File: src/rtl/status_value_rle_pkg.sv
// ----------------------------------------------------------------------------
// status_value_rle_pkg
// Shared definitions for the status_value run-length drain stage:
//   - default parameter values (WIDTH must match the upstream vector)
//   - the two accumulator states (no run / run open)
//   - helper to size the idle counter so it can hold TIMEOUT
// ----------------------------------------------------------------------------
package status_value_rle_pkg;

   localparam int DEF_WIDTH     = 4;
   localparam int DEF_CNT_WIDTH = 4;
   localparam int DEF_TIMEOUT   = 16;

   typedef enum logic [0:0] {
      ST_EMPTY = 1'b0,
      ST_OPEN  = 1'b1
   } rle_state_e;

   // Bits needed to count 0..timeout inclusive, never less than one.
   function automatic int idle_width(input int timeout);
      int w;
      w = $clog2(timeout + 1);
      return (w < 1) ? 1 : w;
   endfunction

endpackage

File: src/rtl/status_value_rle_tok_reg.sv
// ----------------------------------------------------------------------------
// status_value_rle_tok_reg
// One-deep valid/ready output register for run-length tokens.
// A load captures a new token (taking priority over a same-cycle accept);
// otherwise an accepted token clears valid, and a pending token holds its
// value and count stable until accepted.
// Ports:
//   clk, rsn            clock, synchronous active-low reset
//   load                capture load_value/load_count this edge
//   load_value/count    token to capture
//   ready               downstream accepts when valid & ready at the edge
//   valid/value/count   registered token outputs
// ----------------------------------------------------------------------------
module status_value_rle_tok_reg #(
   parameter int WIDTH     = 4,
   parameter int CNT_WIDTH = 4
) (
   input  logic                 clk,
   input  logic                 rsn,
   input  logic                 load,
   input  logic [WIDTH-1:0]     load_value,
   input  logic [CNT_WIDTH-1:0] load_count,
   input  logic                 ready,
   output logic                 valid,
   output logic [WIDTH-1:0]     value,
   output logic [CNT_WIDTH-1:0] count
);

   // Token register: load, clear on accept, or hold.
   always_ff @(posedge clk) begin
      if (!rsn) begin
         valid <= 1'b0;
         value <= '0;
         count <= '0;
      end else if (load) begin
         valid <= 1'b1;
         value <= load_value;
         count <= load_count;
      end else if (ready) begin
         valid <= 1'b0;
      end else begin
         valid <= valid;
      end
   end

endmodule

File: src/rtl/status_value_rle.sv
// ----------------------------------------------------------------------------
// status_value_rle
// Drain stage for status_value_vector: pulls head entries and merges runs of
// identical values into (value, count) tokens sent on a valid/ready port.
// A run closes on a differing value, on reaching MAX_RUN, after TIMEOUT idle
// cycles, or on flush; the token appears the cycle after the closing event.
// Ports:
//   clk_i, rsn_i            clock, synchronous active-low reset
//   sv_value_i, sv_valid_i  vector head (combinational)
//   sv_pull_o               consume head this edge (combinational)
//   flush_i                 level request to close the open run
//   tok_value_o/count_o     token payload (count is 1..MAX_RUN)
//   tok_valid_o, tok_ready_i token handshake
//   busy_o                  run open or token pending (registered)
// ----------------------------------------------------------------------------
module status_value_rle
   import status_value_rle_pkg::*;
#(
   parameter int WIDTH     = DEF_WIDTH,
   parameter int CNT_WIDTH = DEF_CNT_WIDTH,
   parameter int TIMEOUT   = DEF_TIMEOUT
) (
   input  logic                 clk_i,
   input  logic                 rsn_i,
   input  logic [WIDTH-1:0]     sv_value_i,
   input  logic                 sv_valid_i,
   output logic                 sv_pull_o,
   input  logic                 flush_i,
   output logic [WIDTH-1:0]     tok_value_o,
   output logic [CNT_WIDTH-1:0] tok_count_o,
   output logic                 tok_valid_o,
   input  logic                 tok_ready_i,
   output logic                 busy_o
);

   localparam int                   IDLE_W   = idle_width(TIMEOUT);
   localparam logic [CNT_WIDTH-1:0] MAX_RUN  = {CNT_WIDTH{1'b1}};
   localparam logic [CNT_WIDTH-1:0] CNT_ONE  = CNT_WIDTH'(1'b1);
   localparam logic [IDLE_W-1:0]    IDLE_MAX = IDLE_W'(TIMEOUT);
   localparam logic [IDLE_W-1:0]    IDLE_ONE = IDLE_W'(1'b1);

   rle_state_e           state_r, state_s;
   logic [WIDTH-1:0]     acc_value_r, acc_value_s;
   logic [CNT_WIDTH-1:0] acc_count_r, acc_count_s;
   logic [IDLE_W-1:0]    idle_cnt_r, idle_cnt_s;
   logic                 busy_r, busy_s;
   logic                 match_s, room_s, out_free_s, pull_s, emit_s;

   assign match_s    = (sv_value_i == acc_value_r);
   assign room_s     = (acc_count_r != MAX_RUN);
   assign out_free_s = ~tok_valid_o | tok_ready_i;

   // A head is taken when it extends the run, starts one, or the closed run
   // can be handed to a free output slot. Never during flush or reset.
   assign pull_s = rsn_i & sv_valid_i & ~flush_i &
                   ((state_r == ST_EMPTY) | (match_s & room_s) | out_free_s);
   assign sv_pull_o = pull_s;
   assign busy_o    = busy_r;

   // Next-state logic for accumulator, idle counter and token emission.
   always_comb begin
      state_s     = state_r;
      acc_value_s = acc_value_r;
      acc_count_s = acc_count_r;
      idle_cnt_s  = idle_cnt_r;
      emit_s      = 1'b0;
      case (state_r)
         ST_EMPTY: begin
            idle_cnt_s = '0;
            if (pull_s) begin
               state_s     = ST_OPEN;
               acc_value_s = sv_value_i;
               acc_count_s = CNT_ONE;
            end else begin
               state_s = ST_EMPTY;
            end
         end
         ST_OPEN: begin
            if (pull_s) begin
               idle_cnt_s = '0;
               if (match_s && room_s) begin
                  acc_count_s = acc_count_r + CNT_ONE;
               end else begin
                  // pull here implies out_free, so the slot can take the run
                  emit_s      = 1'b1;
                  acc_value_s = sv_value_i;
                  acc_count_s = CNT_ONE;
               end
            end else if (out_free_s && (flush_i || (idle_cnt_r == IDLE_MAX))) begin
               emit_s      = 1'b1;
               state_s     = ST_EMPTY;
               acc_count_s = '0;
               idle_cnt_s  = '0;
            end else if (idle_cnt_r != IDLE_MAX) begin
               idle_cnt_s = idle_cnt_r + IDLE_ONE;
            end else begin
               idle_cnt_s = idle_cnt_r;
            end
         end
         default: begin
            state_s     = ST_EMPTY;
            acc_count_s = '0;
            idle_cnt_s  = '0;
         end
      endcase
   end

   // Busy is the registered view of "run open or token pending" after this edge.
   always_comb begin
      busy_s = (state_s == ST_OPEN) | emit_s | (tok_valid_o & ~tok_ready_i);
   end

   // Accumulator, FSM and busy registers.
   always_ff @(posedge clk_i) begin
      if (!rsn_i) begin
         state_r     <= ST_EMPTY;
         acc_value_r <= '0;
         acc_count_r <= '0;
         idle_cnt_r  <= '0;
         busy_r      <= 1'b0;
      end else begin
         state_r     <= state_s;
         acc_value_r <= acc_value_s;
         acc_count_r <= acc_count_s;
         idle_cnt_r  <= idle_cnt_s;
         busy_r      <= busy_s;
      end
   end

   status_value_rle_tok_reg #(
      .WIDTH     (WIDTH),
      .CNT_WIDTH (CNT_WIDTH)
   ) u_tok_reg (
      .clk        (clk_i),
      .rsn        (rsn_i),
      .load       (emit_s),
      .load_value (acc_value_r),
      .load_count (acc_count_r),
      .ready      (tok_ready_i),
      .valid      (tok_valid_o),
      .value      (tok_value_o),
      .count      (tok_count_o)
   );

endmodule
File: config.mk
export PLATFORM = sky130hd
export DESIGN_NAME = status_value_rle
export DESIGN_NICKNAME = d
export VERILOG_FILES = /design/src/rtl/status_value_rle_pkg.sv /design/src/rtl/status_value_rle_tok_reg.sv /design/src/rtl/status_value_rle.sv
export SDC_FILE = /design/constraint.sdc
export NUM_CORES = 1
export LEC_CHECK = 0
export CORE_MARGIN = 2
export CORE_UTILIZATION = 50
export DETAILED_ROUTE_END_ITERATION = 6
export PLACE_DENSITY = 0.76
export SLEW_MARGIN = 20
export SYNTH_ARGS = -nofsm -noshare
export SYNTH_HDL_FRONTEND = slang
export SYNTH_HIERARCHICAL = 1
export SYNTH_SLANG_ARGS = --single-unit
File: constraint.sdc
create_clock -name clk_i -period 2.3 [get_ports clk_i]
set_input_delay 0.46 -clock clk_i [delete_from_list [all_inputs] [get_ports clk_i]]
set_output_delay 0.46 -clock clk_i [all_outputs]
set_load 0.01 [all_outputs]
==> results.md, run 1 <==
- Min-delay worst type: reg -> reg
- Synth cell count leaders: 24 x dfxtp_1, 10 x nand2_1, 10 x nor2b_1
- FF-to-FF setup slack: 340 ps
- Final wirelength: 2120 um
- Initial antenna violation count: 0
- EDFF count, synth: 0
- Postcts setup bufs: 0
- End of the critical path: sv_pull_o
- Total Power: 0.753 mW
- Overflow after GRT: 0
- Fmax: 0.448 GHz
- Yosys top cell area share: 0.427
- Unrepaired setup endpoints after global routing: false
- Vias in the first global route: 890
- GRT met3 Usage: 0.0292
- Startpoint Class: input port
- Layout Cells excl Fill: 172
- IO Port Bufs: 19
- CP required: 1840 ps
- Num CTS Buffers: 3
- Die Width: 51.5 um
- Hold buffer count at cts: 0
- Post-detailed-route count of antenna-violating nets: 0
- Area leader, netlist: dfxtp_1
- CTS tree: yes
- Total GRT Usage: 0.189
- Root Driver: clkbuf_4
- First-pass GRT wire length: 3770 um
- Synth unique cells: 37
- Combinational share of power: 0.131
- Flop pwr share: 0.581
- Area contributors post-synth: dfxtp_1 43%, mux2i_1 8.0%, nor2b_1 5.6%, xor2_1 4.7%, ha_1 3.3%
- Clk pwr share: 0.288
- Largest net degree at the start of global routing: 19
- Fin. Hold Viols: 0
- MaxCap Viol Count: 0
- Critical path type: in -> out
- Skew-Pair Late Insertion Delay: 310 ps
- Count leader, synth: dfxtp_1
- Placed cells: 168
- Mapped Cells: 113
- Core footprint: 2170 sq um
- Final Util: 0.676
- Vias: 874
- WL/cell: 12.3 um
- NumNets Final: 157
- Reg2reg end: u_tok_reg/count[3]
- Power per Cell Area: 513 nW/um^2
- H-Tree Level Count: 1
- Ant. Diodes: 0
- Post-synth top flop: dfxtp_1
- Post-DP HPWL: 1630 um
- Die ar.: 2650 sq um
- Busiest metal layer after global routing: met2
- Relative slew slack: 0.766
- # IOs: 20
- Multi-input gate area: 637 sq um
- FF/Latch Area: 480 sq um
- Filler cell count: 181
- TritonRoute pass-1 iters: 4
- Sw Ratio: 0.234
- WHS: 526 ps
- Detailed router's first-iteration violation count: 7
- Mapped Area: 1130 sq um
- Starting Density: 0.519
- Worst Setup End Kind: output pin
- Clock skew: 4.07 ps
- Met2 Use GR: 0.321
- Share of layout cells above drive strength 1: 0.181
- Synth-to-Final Area Change: 30.3%
- Pleak: 0.559 nW
- Post-Syn Nets: 125
- Critical path startpoint: sv_value_i[0]
- Crit share post-route: 0.970
- FP Rows: 17
- R2r worst-path depth: 8
- Worst VDD drop: 0.350 mV
- Tightest Pin Transition: 350 ps
- Worst Path Max Fanout: 2
- Grt met1 use: 0.235
- Synth warnings: 6
- Slew Viols, Final: 0
- Final-report setup violation count: 0
- CP arrival: 1770 ps
- Internal power: 0.577 mW
- Synth Area per Inst: 9.97 sq um
- Post-layout minimum cycle time: 2230 ps
- Worst R2R Start: acc_count_r[0]
- Max Buffers Root-to-Sink: 2
- CTS Sinks: 24
- Post-synth ARST share: 0
- Sequential-to-total area share from yosys stat: 0.427
- Chip height: 51.5 um
- Synthesized flop and latch total: 24
- Psw: 0.176 mW
- Via density: 5.08
- Post-route DRC: 0
- Clk slew on worst S/H paths: 130 ps
- Status: complete, no violations
- Final GP Congestion: 0.755
cells in the final DEF, fill, tap and decap left out, types with 4 or more instances in the layout:
cell	n
nor2_1	5
inv_1	4
nor2b_1	10
buf_4	10
mux2i_1	9
o21ai_0	4
dfxtp_1	24
nand2_1	10
nand2b_1	4
clkdlybuf4s50_1	18
how the worst min path moves through the flow:
stage                              start              to  depth (start not counted)
after CTS                 acc_value_r[1]  acc_value_r[1]                          2
after floorplan           acc_value_r[0]  acc_value_r[0]                          2
after global placement    acc_value_r[1]  acc_value_r[1]                          2
final                     acc_value_r[1]  acc_value_r[1]                          2
after global routing      acc_value_r[1]  acc_value_r[1]                          2
after detailed placement  acc_value_r[3]  acc_value_r[3]                          2
registers in the layout, indices dropped and copies added, names as in the netlist:
signal,cells
acc_count_r,4
acc_value_r,4
busy_o,1
idle_cnt_r,5
state_r,1
u_tok_reg/count,4
u_tok_reg/valid,1
u_tok_reg/value,4
through the flow:
| stage | setup slack [ps] | TNS, ps | instance area, sq um |
|---|---|---|---|
| final | 69.4 | 0 | 1470 |
| after floorplan | 535 | 0 | 1130 |
| after detailed placement | -186 | -1210 | 1410 |
| after CTS | 16.6 | 0 | 1450 |
| after global placement | -172 | -922 | 1410 |
| after global routing | 1.35 | 0 | 1470 |
repair_timing:
action / in CTS / in global routing
hold endpoints to repair: 0 / 0
endpoints found under the setup margin: 1 / 1
pin swaps: 1 / 2
gates resized for setup: 1 / 3
worst max-delay path, stage by stage:
cell and delay, ps:
clkdlybuf4s50_1 520, xor2_2 210, nor3_4 70, a31oi_4 170
inv_1 60, dlygate4sd2_1 280
kinds of logic after synthesis:
family / synth area share
buffers and inverters: 0.0278
adder cells (fa/ha/maj): 0.0333
AND/OR/NAND/NOR: 0.227
multiplexers: 0.0800
XOR/XNOR: 0.0622
flip-flops: 0.427
AO/OA/AOI/OAI: 0.143
final cells by class:
cell class / instances / share of cell area
tap: 28 / 0.0239
sequential: 24 / 0.327
multi-input combinational: 83 / 0.434
timing repair buffer: 29 / 0.180
clock buffer: 4 / 0.0247
inverter: 4 / 0.0102
power by group through the flow:
stage / combinational (mW) / sequential, mW / clock [mW]
after detailed placement: 0.0972 / 0.445 / 0
after floorplan: 0.0523 / 0.444 / 0
after global placement: 0.0952 / 0.444 / 0
final: 0.0985 / 0.437 / 0.217
after global routing: 0.108 / 0.439 / 0.238
after CTS: 0.0970 / 0.436 / 0.229
metal layers:
layer  part of all wire  up-vias
li1                   -      452
met1               0.48      403
met2               0.48       17
met3              0.028        2
met4             0.0080        0
met5                  0        -
Power figures use the tool's default switching activity.
==> run 2, diff against run 1 <==
--- a/config.mk
+++ b/config.mk
@@ -9,6 +9,7 @@
 export CORE_UTILIZATION = 50
 export DETAILED_ROUTE_END_ITERATION = 6
 export PLACE_DENSITY = 0.76
+export SKIP_CTS_REPAIR_TIMING = 1
 export SLEW_MARGIN = 20
 export SYNTH_ARGS = -nofsm -noshare
 export SYNTH_HDL_FRONTEND = slang
==> results.md, run 2 (synthesis results as in run 1) <==
- Psw: 0.178 mW (+1.2%)
- Detailed router's first-iteration violation count: 12 (+5)
- Clock skew: 7.13 ps (+3.05 ps)
- NumNets Final: 158 (+0.64%)
- IO Port Bufs: 19 (unchanged)
- Critical path's most frequent cell: buf_4
- FF-to-FF setup slack: 220 ps (-120 ps)
- CP arrival: 2400 ps (+630 ps)
- Chip height: 51.5 um (unchanged)
- Post-DP HPWL: 1630 um (unchanged)
- Most frequent cells in the layout: 24 x dfxtp_1, 18 x clkdlybuf4s50_1, 11 x buf_4, 10 x nor2b_1, 10 x nand2_1
- WL/cell: 12.5 um (+1.4%)
- Clk slew on worst S/H paths: 130 ps (about the same)
- MaxCap Viol Count: 0 (unchanged)
- End of the critical path: u_tok_reg/count[3]
- Relative slew slack: 0.760 (-0.00597)
- Dpl cell area: 1410 sq um (unchanged)
- Total GRT Usage: 0.188 (-0.00123)
- TritonRoute pass-1 iters: 4 (unchanged)
- R2r worst-path depth: 9 (+1)
- Top reg by flops: idle_cnt_r
- Sw Ratio: 0.236 (+0.00185)
- Initial antenna violation count: 0 (unchanged)
- Share of layout cells above drive strength 1: 0.166 (-0.0150)
- Critical path type: in -> reg
- Die Width: 51.5 um (unchanged)
- Metal-1 WL: 1040 um (+1.6%)
- Status: complete, no violations
- Crit share post-route: 0.950 (-0.0202)
- Filler cell count: 183 (+1.1%)
- Final wirelength: 2160 um (+2.0%)
- H-Tree Level Count: 1 (unchanged)
- Critical path cell sequence: clkdlybuf4s50_1, xor2_1, a31oi_2, buf_4, buf_4, and3_1, a211oi_1, buf_4, mux2i_1, nor2b_1
- Post-route DRC: 0 (unchanged)
- Unrepaired setup endpoints after global routing: false
- Max reg flops: 5 (unchanged)
- Ant. Diodes: 0 (unchanged)
- # IOs: 20 (unchanged)
- Commonest non-fill, non-tap cell in the layout: dfxtp_1
- Combinational share of power: 0.132 (about the same)
- Critical path startpoint: sv_value_i[2]
- Worst Setup End Kind: register
- Worst R2R Start: acc_count_r[0]
- Post-detailed-route count of antenna-violating nets: 0 (unchanged)
- Final-report setup violation count: 0 (unchanged)
- Power per Cell Area: 519 nW/um^2 (+1.2%)
- Slew Viols, Final: 0 (unchanged)
- Num CTS Buffers: 3 (unchanged)
- CP required: 2510 ps (+670 ps)
- Met3 Routed Length: 61 um (+1.7%)
- Internal power: 0.578 mW (+0.16%)
- Fin. Hold Viols: 0 (unchanged)
- First-pass GRT wire length: 3750 um (-0.74%)
- Skew-Pair Late Insertion Delay: 310 ps (about the same)
- Synth-to-Final Area Change: 29.3%
- Largest stage delay, worst path: 500 ps (-20 ps)
- Core footprint: 2170 sq um (unchanged)
- FP Rows: 17 (unchanged)
- Fmax: 0.458 GHz (+2.1%)
- Clk pwr share: 0.291 (+0.003)
- Max Buffers Root-to-Sink: 2 (unchanged)
- Root Driver: clkbuf_4
- Final GP Congestion: 0.755 (unchanged)
- CTS tree: yes
- Startpoint Class: input port
- Post-layout minimum cycle time: 2180 ps (-46.5 ps)
- Reg2reg end: u_tok_reg/count[3]
- Final Cell Area: 1460 sq um (-0.77%)
- Via density: 5.12 (+0.79%)
- Min-delay worst type: reg -> reg
- Pleak: 0.575 nW (+2.8%)
- Slowest CP cell: clkdlybuf4s50_1
- Flop pwr share: 0.577 (-0.004)
- Worst Path Max Fanout: 9 (+7)
- Vias: 886 (+1.4%)
- Die ar.: 2650 sq um (unchanged)
- Total Power: 0.756 mW (+0.41%)
- Uppermost layer routed: met4
- CTS Sinks: 24 (unchanged)
- Largest net degree at the start of global routing: 19 (unchanged)
- Met2 Wirelength: 1040 um (+2.6%)
- Worst VDD drop: 0.351 mV (+0.33%)
- Overflow after GRT: 0 (unchanged)
- Vias in the first global route: 890 (unchanged)
- Tightest Pin Transition: 359 ps (+8.92 ps)
- Starting Density: 0.519 (unchanged)
run 2: worst max-delay path, delay by kind of cell:
family                 cells  cell delay [ps]
AO/OA/AOI/OAI              2              250
XOR/XNOR                   1              190
AND/OR/NAND/NOR            2              250
buffers and inverters      4             1030
multiplexers               1              220
run 2: layout make-up:
cell class | count | area, sq um | area share
Clock buffer | 4 | 36.3 | 0.0249
Sequential cell | 24 | 480 | 0.330
Tap cell | 28 | 35.0 | 0.0241
Multi-Input combinational cell | 83 | 614 | 0.422
Inverter | 4 | 15.0 | 0.0103
Timing Repair Buffer | 30 | 275 | 0.189
run 2: power groups by stage:
| stage | clock (mW) | combinational, mW | sequential [mW] |
|---|---|---|---|
| after CTS | 0.229 | 0.0974 | 0.436 |
| after global placement | 0 | 0.0952 | 0.444 |
| after floorplan | 0 | 0.0523 | 0.444 |
| after detailed placement | 0 | 0.0972 | 0.445 |
| after global routing | 0.238 | 0.109 | 0.438 |
| final | 0.220 | 0.0997 | 0.436 |
run 2: metal layers:
layer / vias up / global-route usage
li1: 459 / -
met1: 410 / 0.231
met2: 15 / 0.321
met3: 2 / 0.0292
met4: 0 / 0.0833
met5: - / 0
run 2: how the worst min path moves through the flow:
| stage | from | depth (start not counted) | endpoint |
|---|---|---|---|
| global route | acc_value_r[1] | 2 | acc_value_r[1] |
| finish | acc_value_r[1] | 2 | acc_value_r[1] |
| floorplan | acc_value_r[0] | 2 | acc_value_r[0] |
| CTS | acc_value_r[1] | 2 | acc_value_r[1] |
| global placement | acc_value_r[1] | 2 | acc_value_r[1] |
| detailed placement | acc_value_r[3] | 2 | acc_value_r[3] |
run 2: through the flow:
stage	setup WS [ps]	instances	hold WS, ps	setup TNS, ps	util
5_1_grt	3.29	173	531	0	0.671
3_3_place_gp	-172	168	472	-922	0.650
4_1_cts	-186	172	509	-186	0.667
2_1_floorplan	535	113	461	0	-
3_5_place_dp	-186	168	489	-1210	0.650
6_report	116	173	503	0	0.671
==> variant: new RTL, config.mk and constraints of run 1 <==
The package constant `DEF_WIDTH` goes from 4 to 5.
--- a/src/rtl/status_value_rle_pkg.sv
+++ b/src/rtl/status_value_rle_pkg.sv
@@ -7,7 +7,7 @@
 // ----------------------------------------------------------------------------
 package status_value_rle_pkg;
 
-   localparam int DEF_WIDTH     = 4;
+   localparam int DEF_WIDTH     = 5;
    localparam int DEF_CNT_WIDTH = 4;
    localparam int DEF_TIMEOUT   = 16;
 
Ports: changed (resized sv_value_i and tok_value_o); port bits go from 20 to 22. The function was not compared with the original's and may differ.
==> variant against run 1 <==
- synthesized cell count grew 22%
- synthesized area grew 19%
- power grew 9.5%
- sequential power grew 7.3%
- critical endpoint unchanged
- sequential cell count grew 2
- wire length grew 22%
- worst setup slack lost 0.031 ns
- global-route usage shrank 1.6 points
- core utilization grew 2.3 points
- cell area grew 20%
- critical path depth is the same
- register-to-register slack gained 0.08 ns
==> variant: results (changes against run 1) <==
CP arrival=1.80 ns (was 1.77 ns); Synth Area per Inst=9.74 um2 (was 9.97 um2); Yosys Warn Count=6 (unchanged); vias in the first global route=1032 (was 890); Met1 Wirelength=1.26 mm (was 1.02 mm); first-pass GRT wire length=4.44 mm (was 3.77 mm); mux contribution to synthesized area=11.9% (was 8.00%); status=finished, final reports clean (unchanged); Synth Area in XOR/XNOR=5.87% (was 6.22%); Synth async-reset ratio=0% (unchanged); NumNets Final=192 (was 157); total vias in the final route=1097 (was 874); met2 Use GR=28.7% (was 32.1%); DR WL met2=1.20 mm (was 1.02 mm); GRT Overall Usage=17.3% (was 18.9%); layout cell share with drive strength beyond 1=22.5% (was 18.1%); Adder-Cell Fraction of Synth Area=2.79% (was 3.33%); post-synthesis sequential area ratio=38.7% (was 42.7%); R2R setup slack=0.42 ns (was 0.34 ns); Worst Hold Slack=0.509 ns (was 0.526 ns); R2R cell count=9 (was 8); Static Leak=0.680 nW (was 0.559 nW); worst vdd ir=0.536 mV (was 0.350 mV); routability cong.=0.862 (was 0.755); Final HPWL DP=2.06 mm (was 1.63 mm); Routed WL per cell=12.4 um (was 12.3 um); GR Util met3=2.56% (was 2.92%); cell total after placement=204 (was 168); clk_skew=0.00423 ns (was 0.00407 ns); Non-Filler Instances=208 (was 172); Area contributors post-synth=dfxtp_1, mux2i_1, nor2b_1, xnor2_1, nand3_1 (was dfxtp_1, mux2i_1, nor2b_1, xor2_1, ha_1); placed inst area=1710 um2 (was 1410 um2); top cell types by occurrence after synthesis=dfxtp_1, mux2i_1, nor2b_1, inv_1, nand3_1 (was dfxtp_1, nand2_1, nor2b_1, mux2i_1, xor2_1); routed wl met3=91 um (was 60 um); PortBufs=21 (was 19); synthesized net count=151 (was 125); Starting DRT DRC Count=23 (was 7); worst slew pin tran=0.404 ns (was 0.350 ns); GR Layer Usage met1=23.8% (was 23.5%)
[variant: worst paths after layout]
path	from	endpoint
worst max-delay path	sv_value_i[1]	sv_pull_o
worst min-delay path	acc_value_r[2]$_SDFFE_PN0P_	acc_value_r[2]$_SDFFE_PN0P_
worst max register to register	acc_count_r[1]$_SDFFE_PN0P_	u_tok_reg/count[2]$_SDFFE_PN0P_
worst min register to register	acc_value_r[2]$_SDFFE_PN0P_	acc_value_r[2]$_SDFFE_PN0P_
[variant: logic make-up after synthesis]
group | after synthesis
adders and majority gates | 3
DFF | 26
muxes | 16
and+or+nand+nor | 56
AOI/OAI and AO/OA | 15
buffers and inverters | 13
xor gates and xnor gates | 9
[variant: cell type report]
| cell class | instances | area (um2) |
|---|---|---|
| clock buffer | 4 | 36.3 |
| fill | 206 | 758 |
| inverter | 9 | 33.8 |
| multi-input combinational | 99 | 783 |
| sequential | 26 | 522 |
| tap | 30 | 37.5 |
| timing repair buffer | 40 | 352 |
[variant: stage by stage]
stage,util [%],worst slack [ns]
floorplan,-,0.652
global placement,67.6,-0.255
detailed placement,67.6,-0.260
CTS,69.3,0.0402
global route,69.9,0.000165
finish,69.9,0.0380
[variant: critical path, cell delays in order]
cell	delay, ns
clkdlybuf4s50_1	0.46
xnor2_2	0.17
and4_4	0.19
a21oi_1	0.19
nor2_1	0.06
dlygate4sd2_1	0.28
[variant: report_power, final]
| group | internal [mW] | total (mW) | switching (mW) |
|---|---|---|---|
| logic | 0.0739 | 0.132 | 0.0579 |
| clock network | 0.0967 | 0.223 | 0.126 |
| registers | 0.460 | 0.469 | 0.00928 |
[variant: repair_timing]
action	CTS	global route
cloned	0	0
hold buffers	0	0
endpoints found under the setup margin	1	1
gates resized for setup	2	3
